[src/rtl/cnn_pkg.sv]
// Shared CNN datapath definitions: widths, accumulator FSM states and the
// signed saturation helper used by the accumulator and pooling stages.
package cnn_pkg;

    localparam int DWIDTH     = 16;
    localparam int ACC_WIDTH  = 24;
    localparam int MAX_TILES  = 64;
    localparam int TILE_CNT_W = $clog2(MAX_TILES + 1);

    typedef enum logic {S_IDLE, S_ACC} acc_state_e;

    localparam logic signed [ACC_WIDTH-1:0] SAT_HI =
        {{(ACC_WIDTH-DWIDTH+1){1'b0}}, {(DWIDTH-1){1'b1}}};
    localparam logic signed [ACC_WIDTH-1:0] SAT_LO =
        {{(ACC_WIDTH-DWIDTH+1){1'b1}}, {(DWIDTH-1){1'b0}}};

    function automatic logic signed [DWIDTH-1:0] sat_signed(input logic signed [ACC_WIDTH-1:0] value);
        logic signed [DWIDTH-1:0] result;
        if (value > SAT_HI) begin
            result = {1'b0, {(DWIDTH-1){1'b1}}};
        end else if (value < SAT_LO) begin
            result = {1'b1, {(DWIDTH-1){1'b0}}};
        end else begin
            result = value[DWIDTH-1:0];
        end
        return result;
    endfunction

endpackage

[src/rtl/sat_relu_unit.sv]
// Combinational optional ReLU followed by signed saturation from the
// accumulator width down to the feature-map data width.
module sat_relu_unit
    import cnn_pkg::*;
(
    input  logic signed [ACC_WIDTH-1:0] value,
    input  logic                        relu_en,
    output logic signed [DWIDTH-1:0]    result
);

    logic signed [ACC_WIDTH-1:0] rectified;

    always_comb begin
        rectified = value;
        if (relu_en && value[ACC_WIDTH-1]) begin
            rectified = '0;
        end
        result = sat_signed(rectified);
    end

endmodule

[src/rtl/psum_accumulator.sv]
// Accumulates per-tile partial sums into one biased, optionally rectified and
// saturated output pixel, delivered over a valid/ready stream.
module psum_accumulator
    import cnn_pkg::*;
(
    input  logic                         clk,
    input  logic                         rst_n,
    input  logic                         clear,
    input  logic [TILE_CNT_W-1:0]        cfg_num_tiles,
    input  logic                         cfg_relu_en,
    input  logic signed [DWIDTH-1:0]     bias_in,
    input  logic                         in_valid,
    output logic                         in_ready,
    input  logic signed [DWIDTH-1:0]     psum_in,
    output logic                         out_valid,
    input  logic                         out_ready,
    output logic signed [DWIDTH-1:0]     out_data,
    output logic                         busy
);

    acc_state_e                  state, state_next;
    logic signed [ACC_WIDTH-1:0] acc, acc_base, acc_sum, psum_ext;
    logic [TILE_CNT_W-1:0]       tile_cnt, num_tiles_q, cfg_tiles_eff;
    logic                        relu_q, relu_sel, last_slot, beat;
    logic signed [DWIDTH-1:0]    result;

    // Zero tiles degenerates to a single-tile pixel; oversize counts clamp.
    always_comb begin
        cfg_tiles_eff = cfg_num_tiles;
        if (cfg_num_tiles == '0) begin
            cfg_tiles_eff = TILE_CNT_W'(1);
        end else if (cfg_num_tiles > TILE_CNT_W'(MAX_TILES)) begin
            cfg_tiles_eff = TILE_CNT_W'(MAX_TILES);
        end
    end

    always_comb begin
        state_next = state;
        last_slot  = 1'b0;
        acc_base   = acc;
        relu_sel   = relu_q;
        psum_ext   = {{(ACC_WIDTH-DWIDTH){psum_in[DWIDTH-1]}}, psum_in};
        if (state == S_IDLE) begin
            last_slot = (cfg_tiles_eff == TILE_CNT_W'(1));
            acc_base  = {{(ACC_WIDTH-DWIDTH){bias_in[DWIDTH-1]}}, bias_in};
            relu_sel  = cfg_relu_en;
        end else begin
            last_slot = (tile_cnt == num_tiles_q - TILE_CNT_W'(1));
        end
        acc_sum  = acc_base + psum_ext;
        in_ready = !clear && (!last_slot || !out_valid || out_ready);
        beat     = in_valid && in_ready;
        if (clear) begin
            state_next = S_IDLE;
        end else if (beat) begin
            state_next = last_slot ? S_IDLE : S_ACC;
        end
    end

    always_ff @(posedge clk or negedge rst_n) begin
        if (!rst_n) begin
            state <= S_IDLE;
        end else begin
            state <= state_next;
        end
    end

    always_ff @(posedge clk or negedge rst_n) begin
        if (!rst_n) begin
            acc         <= '0;
            tile_cnt    <= '0;
            num_tiles_q <= '0;
            relu_q      <= 1'b0;
        end else if (clear) begin
            acc      <= '0;
            tile_cnt <= '0;
        end else if (beat) begin
            if (last_slot) begin
                acc      <= '0;
                tile_cnt <= '0;
            end else begin
                acc      <= acc_sum;
                tile_cnt <= tile_cnt + TILE_CNT_W'(1);
            end
            if (state == S_IDLE) begin
                num_tiles_q <= cfg_tiles_eff;
                relu_q      <= cfg_relu_en;
            end
        end
    end

    sat_relu_unit u_sat_relu (
        .value   (acc_sum),
        .relu_en (relu_sel),
        .result  (result)
    );

    // A final beat may only land when the output register is free or draining.
    always_ff @(posedge clk or negedge rst_n) begin
        if (!rst_n) begin
            out_valid <= 1'b0;
            out_data  <= '0;
        end else if (beat && last_slot) begin
            out_valid <= 1'b1;
            out_data  <= result;
        end else if (out_valid && out_ready) begin
            out_valid <= 1'b0;
        end
    end

    assign busy = (state == S_ACC);

endmodule

[config.mk]
export PLATFORM = sky130hd
export DESIGN_NAME = psum_accumulator
export DESIGN_NICKNAME = d
export VERILOG_FILES = /design/src/rtl/cnn_pkg.sv /design/src/rtl/sat_relu_unit.sv /design/src/rtl/psum_accumulator.sv
export SDC_FILE = /design/constraint.sdc
export NUM_CORES = 1
export LEC_CHECK = 0
export ABC_AREA = 1
export BUFFER_PORTS_ARGS = -buffer_cell sky130_fd_sc_hd__buf_2
export CORE_ASPECT_RATIO = 0.9
export CORE_MARGIN = 2
export CORE_UTILIZATION = 38
export DETAILED_ROUTE_END_ITERATION = 10
export PLACE_DENSITY_LB_ADDON = 0.25
export SLEW_MARGIN = 0
export SYNTH_ARGS = -nofsm -noshare
export SYNTH_HDL_FRONTEND = slang
export SYNTH_SLANG_ARGS = --single-unit
[constraint.sdc]
create_clock -name clk -period 5.6 [get_ports clk]
set_input_delay 1.12 -clock clk [delete_from_list [all_inputs] [get_ports clk]]
set_output_delay 1.12 -clock clk [all_outputs]
set_load 0.05 [all_outputs]
-- Yosys cells after proc, flatten, opt, wreduce, memory -nomap -nowiden
Cells that the tools add are included.
Widths: inputs -> output; s select.
- add/subtract/negate cells: 3
- multipliers: 0
- div/mod/pow operators: 0
- order comparisons: 3
- equal/unequal tests: 2
- shifts and indexed selects: 0
- mux-type cells: 19
- bitwise operators: 2
- reductions and logical operators: 15
- operator list (operator ; number):
    $mux 24 ; 5
    $mux 7 ; 5
    $mux 16 ; 2
    $add 24x16->24 ; 1
    $gt 24x16->1 const B ; 1
    $lt 24x16->1 const B ; 1
    $add 7x1->7 const B ; 1
    $eq 7x1->1 const B ; 1
    $eq 7x7->1 ; 1
    $gt 7x7->1 const B ; 1
    $logic_not 7->1 ; 1
    $mux 1 ; 7
    $sub 7x1->7 const B ; 1
    $logic_and 1x1->1 ; 5
    $reduce_bool 2->1 ; 2
    $logic_not 1->1 ; 3
    $reduce_and 3->1 ; 1
    $logic_or 1x1->1 ; 2
    $not 1->1 ; 2
    $reduce_and 2->1 ; 1
- bits in registers: 57
- bits in latches: 0
- RAM bits: 0
- bits in read-only memories: 0
- input bits: 45
- output and inout port bits: 19
- word-level logic and storage cells: 51
- memories kept: 0

-- Depth between registers and ports, before layout
Gate-level depths: netlist of the first run.
- depth in word-level cells: 12
- mapped depth: 25
- gate-level depth less buffers: 21

-- Modules after synthesis
From an unflattened synthesis of the first run, not the netlist that was laid out.
- cells, all modules: 713
- area, all modules: 4755.8 sq um
- by module, submodules not included (module ; instances ; cells an instance ; area an instance (sq um) ; sequential area each (sq um)):
    psum_accumulator ; 1 ; 627 ; 4385.5 ; 1426.4
    sat_relu_unit ; 1 ; 86 ; 370.4 ; 0.0

-- Worst setup path after synthesis of the first run
OpenSTA, ideal clock, no wires.
- kind: in2reg
- start point: in bias_in[0]
- end point: reg out_data[10]
- setup time: 0.122 ns
- data arrival time: 3.034 ns
- data required time: 5.478 ns
- setup slack: 2.444 ns
- stages: 17
- path buffers: 1
- path through: nand2_1 -> nand2_1 -> ha_1 -> fa_1 -> nand2_1 -> nand3_1 -> nand3_1 -> nand2_1 -> nand3_1 -> nand4_1 -> nand2_1 -> nand2_1 -> nor2_1 -> nand2_1 -> a21oi_4 -> buf_6 -> a21oi_1
- longest elaborated chain between the ends: 7
- elaborated cells between the ends (all ways): 8
- those cells by class: 1 x add/sub; 2 x order compare; 4 x mux; 1 x reduce/logical
- ends and longest elaborated chain (what ; line ; text):
    from (decl) ; psum_accumulator.sv:11 ; input logic signed [DWIDTH-1:0] bias_in,
    $mux 24 (*) ; psum_accumulator.sv:43 ; if (state == S_IDLE) begin
    $add 24x16->24 (*) ; psum_accumulator.sv:50 ; acc_sum = acc_base + psum_ext;
    $logic_and 1x1->1 ; sat_relu_unit.sv:15 ; if (relu_en && value[ACC_WIDTH-1]) begin
    $mux 24 (*) ; sat_relu_unit.sv:15 ;
    $lt 24x16->1 ; cnn_pkg.sv:21 ; end else if (value < SAT_LO) begin
    $mux 16 ; cnn_pkg.sv:21 ;
    $mux 16 (*) ; cnn_pkg.sv:19 ; if (value > SAT_HI) begin
    to (signal assigned) ; psum_accumulator.sv:105 ; out_data <= result;
    to (decl) ; psum_accumulator.sv:17 ; output logic signed [DWIDTH-1:0] out_data,
Every way passes the cells marked *; elsewhere a longest branch is shown, timed or not.
A chain may end at the register's enable or synchronous reset.

-- Final worst setup path of the first run
- start point: reg state (netlist: busy)
- end point: reg out_data[4]
- longest elaborated chain between the ends: 7
- elaborated cells between the ends (all ways): 16
- those cells by class: 1 x add/sub; 2 x order compare; 6 x mux; 7 x reduce/logical
- ends and longest elaborated chain (what ; line ; text):
    from (decl) ; psum_accumulator.sv:21 ; acc_state_e state, state_next;
    from (signal assigned) ; psum_accumulator.sv:64 ; state <= state_next;
    $mux 24 / $mux 1 (equally long branches) ; psum_accumulator.sv:43 ;
    $add 24x16->24 / $logic_not 1->1 (equally long branches) ; psum_accumulator.sv:50, psum_accumulator.sv:51 ;
    $logic_and 1x1->1 / $logic_or 1x1->1 (equally long branches) ; sat_relu_unit.sv:15, psum_accumulator.sv:51 ;
    $mux 24 / $logic_or 1x1->1 (equally long branches) ; sat_relu_unit.sv:15, psum_accumulator.sv:51 ;
    $lt 24x16->1 / $logic_and 1x1->1 (equally long branches) ; cnn_pkg.sv:21, psum_accumulator.sv:51 ;
    $mux 16 / $logic_and 1x1->1 (equally long branches) ; cnn_pkg.sv:21, psum_accumulator.sv:52 ;
    $mux 16 / $logic_and 1x1->1 (equally long branches) ; cnn_pkg.sv:19, psum_accumulator.sv:103 ;
Parallel ways exist; a longest one is shown, timed or not.

==> metrics, run 1 <==
Post-synth EDFFs 0; post-route cell area approximately 5700 µm²; 1st-iter DRT viols about 340; top cell types by occurrence after synthesis nand2_1, inv_1, nand3_1; Row Count 39; Critical-path top delay cell fa_1; share of post-route cells with drive strength above 1 around an eighth; Setup CP Type flip-flop to flip-flop; Yosys top cell area share around 29%; post-synthesis async set-or-reset flop share 100%; initial antenna violation count 0; final setup TNS 0 ns; vias roughly 4,900; CTS resizes 0; Worst Tran Pin Value about 0.74 ns; CTS tree yes; Slew headroom 50.5%; Non-Filler Instances 1,002; vias in the first global route roughly 4,600; initial core utilization about two fifths; dominant cells by area after synthesis dfrtp_1, nand2_1, inv_1; start of the worst register-to-register path busy; die area approximately 14,000 µm²; # hold bufs at CTS 0; clock sink total 57; CTS Buf Count 9; DP Worst Slack 1.73 ns; Worst Path Required just under 6 ns; Reg-to-Reg End out_data[4]; sequential share of the synthesized area 29.1%; buffer depth of the longest clock path 2; most frequent cell after synthesis nand2_1; status finished, final reports clean; routed wire length 13.3 mm; Synth cell types 36; Critical Path Stages 18; mapped cell area about 5000 µm²; most used cell, CP nand2_1; placed cells 986; largest net degree at the start of global routing just under 60; Setup Viol. Count Final 0; drt via density 4.84; # IOs 64; area leader, netlist dfrtp_1; Tot GR Track Use roughly 20%; Antenna Cells 0; Synth Flop Type dfrtp_1; IO Port Bufs 63; R2R cell count 18; core area 12,600 µm²; Critical Path Start Type flip-flop; clk_skew roughly 0.0078 ns; worst hold path class flip-flop to flip-flop; CP Cell Sequence buf_4, inv_2, nand2_1, nand2_1, ha_1, fa_1, nand2_1, nand3_1, nand3_1, nand2_1, nand3_1, nand4_1, nand2_1, nand2_1, nor2_1, nand2_1, a21oi_4, a21oi_1; minimum clock period approximately 3.6 ns; CP Buf/Inv Count 2; post-CTS setup buffers 0; First-pass DRT Iterations 7; Syn Area/Cell 6.32 µm²; DP Area approximately 5300 µm²; Fin Hold WS slightly below 0.5 ns; Final Wtd Congestion 0.942; peak supply drop around 0.22 mV; Final WS setup roughly 2 ns; crit path to out_data[4]; root buffer cell clkbuf_16; CP delay by family, top simple AND/OR/NAND/NOR gates; H-tree levels 3; setup slack, reg-to-reg roughly 2.0 ns; DRC viols 0; Critical path origin busy; Routed Antenna Nets 0; CP Capture Type flip-flop; syn_nets 846; leakage power 0.00328 µW; max cap viols 0; Final Max Tran Viols 0; Clock transition at path regs 0.05 ns; max frequency about 280 MHz; Syn Inst Count ~780; first-pass GRT wire length roughly 22 mm; synth warn 0; worst skew pair latency between 0.3 and 0.4 ns; Wirelength per Cell around 13 µm; total gr overflow 0; Area Growth Syn to Fin 15.7%; Die W approximately 120 µm; Final HPWL DP around 10 mm; CP max FO 28; Final Hold Fails 0; Pwr per Cell Area roughly 320 nW/µm²; synthesized flop and latch total 57; Nets approximately 900; die height around 110 µm; Critical Path AT 3.74 ns; slowest cell delay on critical path between 0.4 and 0.5 ns; share of the clock period used by the worst path between 60% and 70%; unrepaired setup endpoints after global routing false
worst reg2reg max path: stages, from the launching register on:
cell and delay [ns]:
dfrtp_1 0.32, buf_4 0.31, inv_2 0.26, nand2_1 0.13
nand2_1 0.06, ha_1 0.24, fa_1 0.45, nand2_1 0.08
nand3_1 0.12, nand3_1 0.10, nand2_1 0.14, nand3_1 0.20
nand4_1 0.11, nand2_1 0.12, nand2_1 0.06, nor2_1 0.11
nand2_1 0.11, a21oi_4 0.39, a21oi_1 0.12
area by class of cell:
| type | count | area, µm² |
|---|---|---|
| Fill cell | 1394 | 6970 |
| Multi-Input combinational cell | 580 | 2920 |
| Sequential cell | 57 | 1430 |
| Inverter | 119 | 447 |
| Timing Repair Buffer | 66 | 338 |
| Clock buffer | 11 | 253 |
| Tap cell | 164 | 205 |
| Clock inverter | 5 | 77.6 |
power breakdown:
part	leakage (µW)	switching [µW]	total, µW	internal (µW)
Sequential	0.000697	36.0	505	469
Clock	0.000162	192	604	411
Combinational	0.00242	476	695	219
Total	0.00328	704	1800	1100
state kept, by name (all words and copies together) (netlist names):
register,flops
acc,24
busy,1
num_tiles_q,7
out_data,16
out_valid,1
relu_q,1
tile_cnt,7
stage by stage:
step	power (µW)	util, %
floorplan	1030	-
global placement	1200	42.2
finish	1800	44.8
detailed placement	1200	42.2
CTS	1820	44.8
global route	1930	44.8
metal layers:
layer  track usage [%]  part of all wire [%]  vias to the layer above
met4              3.64                  0.84                        0
met5                 0                     0                        -
met3              3.94                   5.3                       10
met2              31.7                    45                      112
met1              29.4                    49                     2195
li1                  -                     -                     2536
cells by family after synthesis:
family / synth area share [%]
DFF: 29.1
AOI/OAI and AO/OA: 7.87
adders and majority gates: 6.80
and+or+nand+nor: 39.6
xor gates and xnor gates: 5.37
buffers and inverters: 11.3
cells in the final DEF (no fill, tap or decap), types with 2 or more instances in the layout:
cell type / count
nand2_1: 303
inv_1: 115
nand3_1: 66
buf_2: 63
dfrtp_1: 57
nor2_1: 38
a21oi_1: 36
ha_1: 25
o21ai_0: 23
xor2_1: 18
nand4_1: 13
xnor2_1: 12
clkbuf_16: 9
nand2_2: 8
o21ai_1: 5
nor2_2: 5
inv_2: 4
nand3_2: 4
nor3_1: 3
a21oi_2: 3
nand3b_1: 3
buf_4: 3
and2_1: 2
or2_1: 2
o21bai_1: 2
clkbuf_8: 2
bufinv_16: 2
clkinv_2: 2
worst min-delay path by stage:
stage,start,to,cells after the start
global placement,relu_q,relu_q,2
global route,acc[14],acc[14],2
CTS,relu_q,relu_q,2
floorplan,relu_q,relu_q,2
finish,relu_q,relu_q,2
detailed placement,relu_q,relu_q,2
No activity file was read; power rests on OpenSTA's default activity.
==> run 2, diff against run 1 <==
Clock period 5.6 ns to 2.9 ns, I/O delays scaled along.
==> metrics, run 2 (same netlist as run 1, synthesis figures left out) <==
Slew headroom 64.9% (was 50.5%); CP Buf/Inv Count 4 (was 2); worst hold path class input pin to asynchronous set/reset pin (was flip-flop to flip-flop); Area Growth Syn to Fin 26.3% (was 15.7%); 1st-iter DRT viols 279 (was 337); Die W 124 µm (unchanged); share of post-route cells with drive strength above 1 21.7% (was 13.2%); Nets 938 (was 904); Fin Hold WS 0.211 ns (was 0.482 ns); CP Cell Sequence buf_12, nand2_1, nand2_1, ha_4, nand2_2, inv_1, nand2_1, nand2_1, inv_1, nand2_1, nand2_1, nand3_1, nand2_1, nand2_1, nand2_1, nor2_1, nand2_1, a21oi_4, clkbuf_16, a21oi_1 (was buf_4, inv_2, nand2_1, nand2_1, ha_1, fa_1, nand2_1, nand3_1, nand3_1, nand2_1, nand3_1, nand4_1, nand2_1, nand2_1, nor2_1, nand2_1, a21oi_4, a21oi_1); CP delay by family, top simple AND/OR/NAND/NOR gates (unchanged); IO Port Bufs 63 (unchanged); Final Hold Fails 0 (unchanged); most used cell, CP nand2_1 (unchanged); max FFs per register 24 (unchanged); CTS Buf Count 9 (unchanged); Routed Antenna Nets 0 (unchanged); drt via density 4.81 (was 4.84); peak supply drop 0.277 mV (was 0.218 mV); clk_skew 0.0101 ns (was 0.00776 ns); CTS tree yes (unchanged); leakage power 0.00343 µW (was 0.00328 µW); max frequency 352 MHz (was 281 MHz); total gr overflow 0 (unchanged); status finished, final reports clean (unchanged); initial antenna violation count 0 (unchanged); vias 4,988 (was 4,853); grt peak-use layer met2 (unchanged); # IOs 64 (unchanged); unrepaired setup endpoints after global routing true (was false); most common cell after layout, fill and taps aside nand2_1 (unchanged); Tot GR Track Use 21.1% (was 20.3%); Non-Filler Instances 1,036 (was 1,002); Antenna Cells 0 (unchanged); GR Util met3 3.48% (was 3.94%); CP max FO 26 (was 28); vias in the first global route 4,714 (was 4,552); DRC viols 0 (unchanged); routed wire length 14.0 mm (was 13.3 mm); Setup Viol. Count Final 0 (unchanged); Critical Path AT 3.06 ns (was 3.74 ns); initial core utilization 38.7% (unchanged); met1 Use GR 29.4% (about the same); Wirelength per Cell 13.5 µm (was 13.3 µm); core area 12,600 µm² (unchanged); minimum clock period 2.84 ns (was 3.56 ns); largest net degree at the start of global routing 37 (was 58); First-pass DRT Iterations 5 (was 7); Critical Path Start Type flip-flop (unchanged); met2 Track Usage GR 33.2% (was 31.7%); Row Count 39 (unchanged); Final Max Tran Viols 0 (unchanged); Final HPWL DP 10.6 mm (was 10.2 mm); placed cells 1,017 (was 986); slowest cell delay on critical path 0.44 ns (was 0.45 ns); Setup CP Type flip-flop to flip-flop (unchanged); Regs by FF count acc x24, out_data x16 (unchanged); buffer depth of the longest clock path 2 (unchanged); most frequent cells in the layout nand2_1, inv_1, nand3_1 (unchanged); Worst Tran Pin Value 0.525 ns (was 0.742 ns); die height 112 µm (unchanged); worst skew pair latency 0.33 ns (about the same); H-tree levels 3 (unchanged); largest register by flop count acc (unchanged); Critical-path top delay cell dfrtp_2 (was fa_1); clock sink total 57 (unchanged); first-pass GRT wire length 22.8 mm (was 22.3 mm); die area 13,800 µm² (unchanged); max cap viols 0 (unchanged); Final Wtd Congestion 0.936 (was 0.942); Clock transition at path regs 0.05 ns (about the same); share of the clock period used by the worst path 98.0% (was 63.5%); root buffer cell clkbuf_16 (unchanged); Worst Path Required 3.12 ns (was 5.79 ns); # hold bufs at CTS 0 (unchanged); Pwr per Cell Area 568 nW/µm² (was 318 nW/µm²); CP Capture Type flip-flop (unchanged)
[run 2: changes by cell type in the layout (fill, tap and decap cells not counted), sizes merged]
cell | before | now
clkbuf | 11 | 12
bufinv | 2 | 0
buf | 66 | 98
clkinv | 2 | 4
clkinvlp | 1 | 2
[run 2: timing repair]
action | 4_1_cts | 5_1_grt
setup endpoints to repair | 14 | 16
gates cloned | 0 | 1
resized for setup | 1 | 42
pin swaps | 0 | 6
buffers inserted | 0 | 2
hold endpoints to repair | 0 | 0
[run 2: worst reg2reg max path, stage by stage (launching register included)]
cell	delay, ns
dfrtp_2	0.44
buf_12	0.18
nand2_1	0.10
nand2_1	0.10
ha_4	0.31
nand2_2	0.12
inv_1	0.08
nand2_1	0.05
nand2_1	0.12
inv_1	0.06
nand2_1	0.11
nand2_1	0.10
nand3_1	0.11
nand2_1	0.05
nand2_1	0.06
nand2_1	0.06
nor2_1	0.10
nand2_1	0.09
a21oi_4	0.22
clkbuf_16	0.20
a21oi_1	0.06
[run 2: stage by stage]
stage	area, µm²	setup WS, ns	TNS, ns	power, µW	utilization [%]
after floorplan	4980	0.000741	0	2010	-
after global placement	5700	-0.0400	-0.561	2480	45.1
after detailed placement	5700	-0.0645	-0.736	2470	45.1
after CTS	5970	0.0460	0	3460	47.2
after global routing	6180	-0.128	-1.72	3760	48.9
final	6180	0.0590	0	3510	48.9
[run 2: where the power goes]
| group | internal [µW] | leakage, µW | total, µW | switching (µW) |
|---|---|---|---|---|
| sequential | 905 | 0.000696 | 975 | 69.7 |
| clock | 571 | 0.000128 | 967 | 396 |
| combinational | 576 | 0.00261 | 1570 | 994 |
[run 2: cell type report]
cell class                      count  area [µm²]
Inverter                          119         449
Clock buffer                       10         229
Tap cell                          164         205
Timing Repair Buffer              100         663
Sequential cell                    57        1430
Multi-Input combinational cell    580        3170
Fill cell                        1329        6450
Clock inverter                      6        35.0
[run 2: final timing paths]
check / slack (ns) / cells after the start / startpoint / to
setup / recovery: 0.06 / 20 / busy / out_data[0]
hold / removal: 0.21 / 1 / rst_n / acc[18]
setup reg to reg: 0.06 / 20 / busy / out_data[0]
hold reg to reg: 0.50 / 2 / acc[8] / acc[8]
max in group asynchronous: 1.95 / 2 / rst_n / out_data[6]
min in group clk: 0.50 / 2 / acc[8] / acc[8]
[run 2: routing by layer]
| metal | up-vias | routed length, µm |
|---|---|---|
| met5 | - | 0 |
| met4 | 0 | 282 |
| met3 | 19 | 489 |
| met2 | 100 | 6330 |
| met1 | 2263 | 6870 |
| li1 | 2606 | - |
==> run 3, diff against run 2 <==
Settings changed: MAX_ROUTING_LAYER set to met4.
==> metrics, run 3 (same netlist as run 1, synthesis figures left out) <==
Routed Antenna Nets 0 (unchanged); Area Growth Syn to Fin 26.1% (was 26.3%); first-pass GRT wire length 22.9 mm (was 22.8 mm); Worst Path Required 3.11 ns (was 3.12 ns); CP Cell Sequence inv_4, buf_12, nand2_1, nand2_1, ha_2, nand2_2, inv_1, nand2_1, nand2_1, nand2_1, nand2_1, nand2_1, buf_4, nand4_1, nand2_2, nand2_1, nor2_1, nand2_1, a21oi_4, buf_12, a21oi_1 (was buf_12, nand2_1, nand2_1, ha_4, nand2_2, inv_1, nand2_1, nand2_1, inv_1, nand2_1, nand2_1, nand3_1, nand2_1, nand2_1, nand2_1, nor2_1, nand2_1, a21oi_4, clkbuf_16, a21oi_1); post-route cell area 6170 µm² (was 6180 µm²); share of post-route cells with drive strength above 1 20.8% (was 21.7%); most common cell after layout, fill and taps aside nand2_1 (unchanged); CP Buf/Inv Count 5 (was 4); total gr overflow 0 (unchanged); die area 13,800 µm² (unchanged); minimum clock period 2.82 ns (was 2.84 ns); buffer depth of the longest clock path 2 (unchanged); leakage power 0.00345 µW (was 0.00343 µW); Core Util, Final 48.8% (was 48.9%); Slew headroom 64.5% (was 64.9%); max frequency 355 MHz (was 352 MHz); DRC viols 0 (unchanged); drt via density 4.81 (about the same); worst skew pair latency 0.33 ns (about the same); Final Max Tran Viols 0 (unchanged); largest register by flop count acc (unchanged); Tot GR Track Use 21.8% (was 21.1%); CP delay by family, top simple AND/OR/NAND/NOR gates (unchanged); clk_skew 0.00842 ns (was 0.0101 ns); most used cell, CP nand2_1 (unchanged); share of the clock period used by the worst path 97.1% (was 98.0%); Clock transition at path regs 0.06 ns (was 0.05 ns); Worst Tran Pin Value 0.531 ns (was 0.525 ns); Pwr per Cell Area 602 nW/µm² (was 568 nW/µm²); max cap viols 0 (unchanged); core area 12,600 µm² (unchanged); CP max FO 15 (was 26); Die W 124 µm (unchanged); initial antenna violation count 0 (unchanged); # IOs 64 (unchanged); CP Capture Type flip-flop (unchanged); slowest cell delay on critical path 0.44 ns (about the same); status finished, final reports clean (unchanged); First-pass DRT Iterations 5 (unchanged); max FFs per register 24 (unchanged); most frequent cells in the layout nand2_1, inv_1, nand3_1 (unchanged); DP Area 5690 µm² (was 5700 µm²); clock sink total 57 (unchanged); Setup CP Type flip-flop to flip-flop (unchanged); Regs by FF count acc x24, out_data x16 (unchanged); H-tree levels 3 (unchanged); Final Wtd Congestion 0.982 (was 0.936); root buffer cell clkbuf_16 (unchanged); Wirelength per Cell 13.4 µm (was 13.5 µm); CTS Buf Count 9 (unchanged); Nets 936 (was 938); routed wire length 13.9 mm (was 14.0 mm); IO Port Bufs 63 (unchanged); vias in the first global route 4,735 (was 4,714); Final Hold Fails 0 (unchanged); Filler cells 1,314 (was 1,329); unrepaired setup endpoints after global routing true (unchanged); Critical Path AT 3.02 ns (was 3.06 ns); largest net degree at the start of global routing 37 (unchanged); worst hold path class input pin to asynchronous set/reset pin (unchanged); CTS tree yes (unchanged); Row Count 39 (unchanged); Setup Viol. Count Final 0 (unchanged); initial core utilization 38.7% (unchanged); Critical Path Start Type flip-flop (unchanged); Critical-path top delay cell dfrtp_2 (unchanged); Final HPWL DP 10.6 mm (about the same); vias 4,969 (was 4,988); 1st-iter DRT viols 318 (was 279); die height 112 µm (unchanged); Antenna Cells 0 (unchanged); peak supply drop 0.363 mV (was 0.277 mV)
run 3: final cells by class:
type	count	area (µm²)	share of cell area, %
clock buffer	11	253	4.09
clock inverter	5	77.6	1.26
inverter	119	449	7.28
multi-input combinational	580	3130	50.6
sequential	57	1430	23.1
tap	164	205	3.32
timing repair buffer	98	634	10.3
run 3: power breakdown:
part           internal [µW]  switching, µW  total [µW]
combinational            566            994        1560
sequential               905           69.7         975
clock                    795            386        1180
total                   2270           1450        3720
run 3: metrics by stage:
stage	power, µW	TNS (ns)	setup WS [ns]	hold WS, ns	instances
6_report	3720	0	0.0832	0.208	1034
5_1_grt	3970	-1.20	-0.0980	0.240	1034
4_1_cts	3670	0	0.0353	0.220	1032
3_5_place_dp	2470	-0.907	-0.0716	0.474	1016
3_3_place_gp	2470	-1.46	-0.0998	0.462	1016
2_1_floorplan	2010	0	0.000741	0.284	775
run 3: final timing paths:
check                         endpoint  cells after the start  startpoint  slack (ns)
max in group asynchronous  out_data[6]                      2       rst_n        1.94
max reg2reg                out_data[9]                     21        busy        0.08
min in group clk                relu_q                      2      relu_q        0.49
max                        out_data[9]                     21        busy        0.08
min                        tile_cnt[3]                      1       rst_n        0.21
min reg2reg                     relu_q                      2      relu_q        0.49
run 3: metal layers:
layer	GRT usage, %	vias to the layer above	wire, µm
met5	-	-	0
met4	8.18	0	441
met3	3.43	30	639
met2	32.5	138	6170
met1	29.7	2202	6620
li1	-	2599	-
run 3: what timing repair did:
action                                  CTS  global route
endpoints found under the setup margin   13            16
resized for setup                         1            36
buffers inserted                          0             2
hold buffers                              0             0
pin swaps                                 0             3
cloned                                    0             0
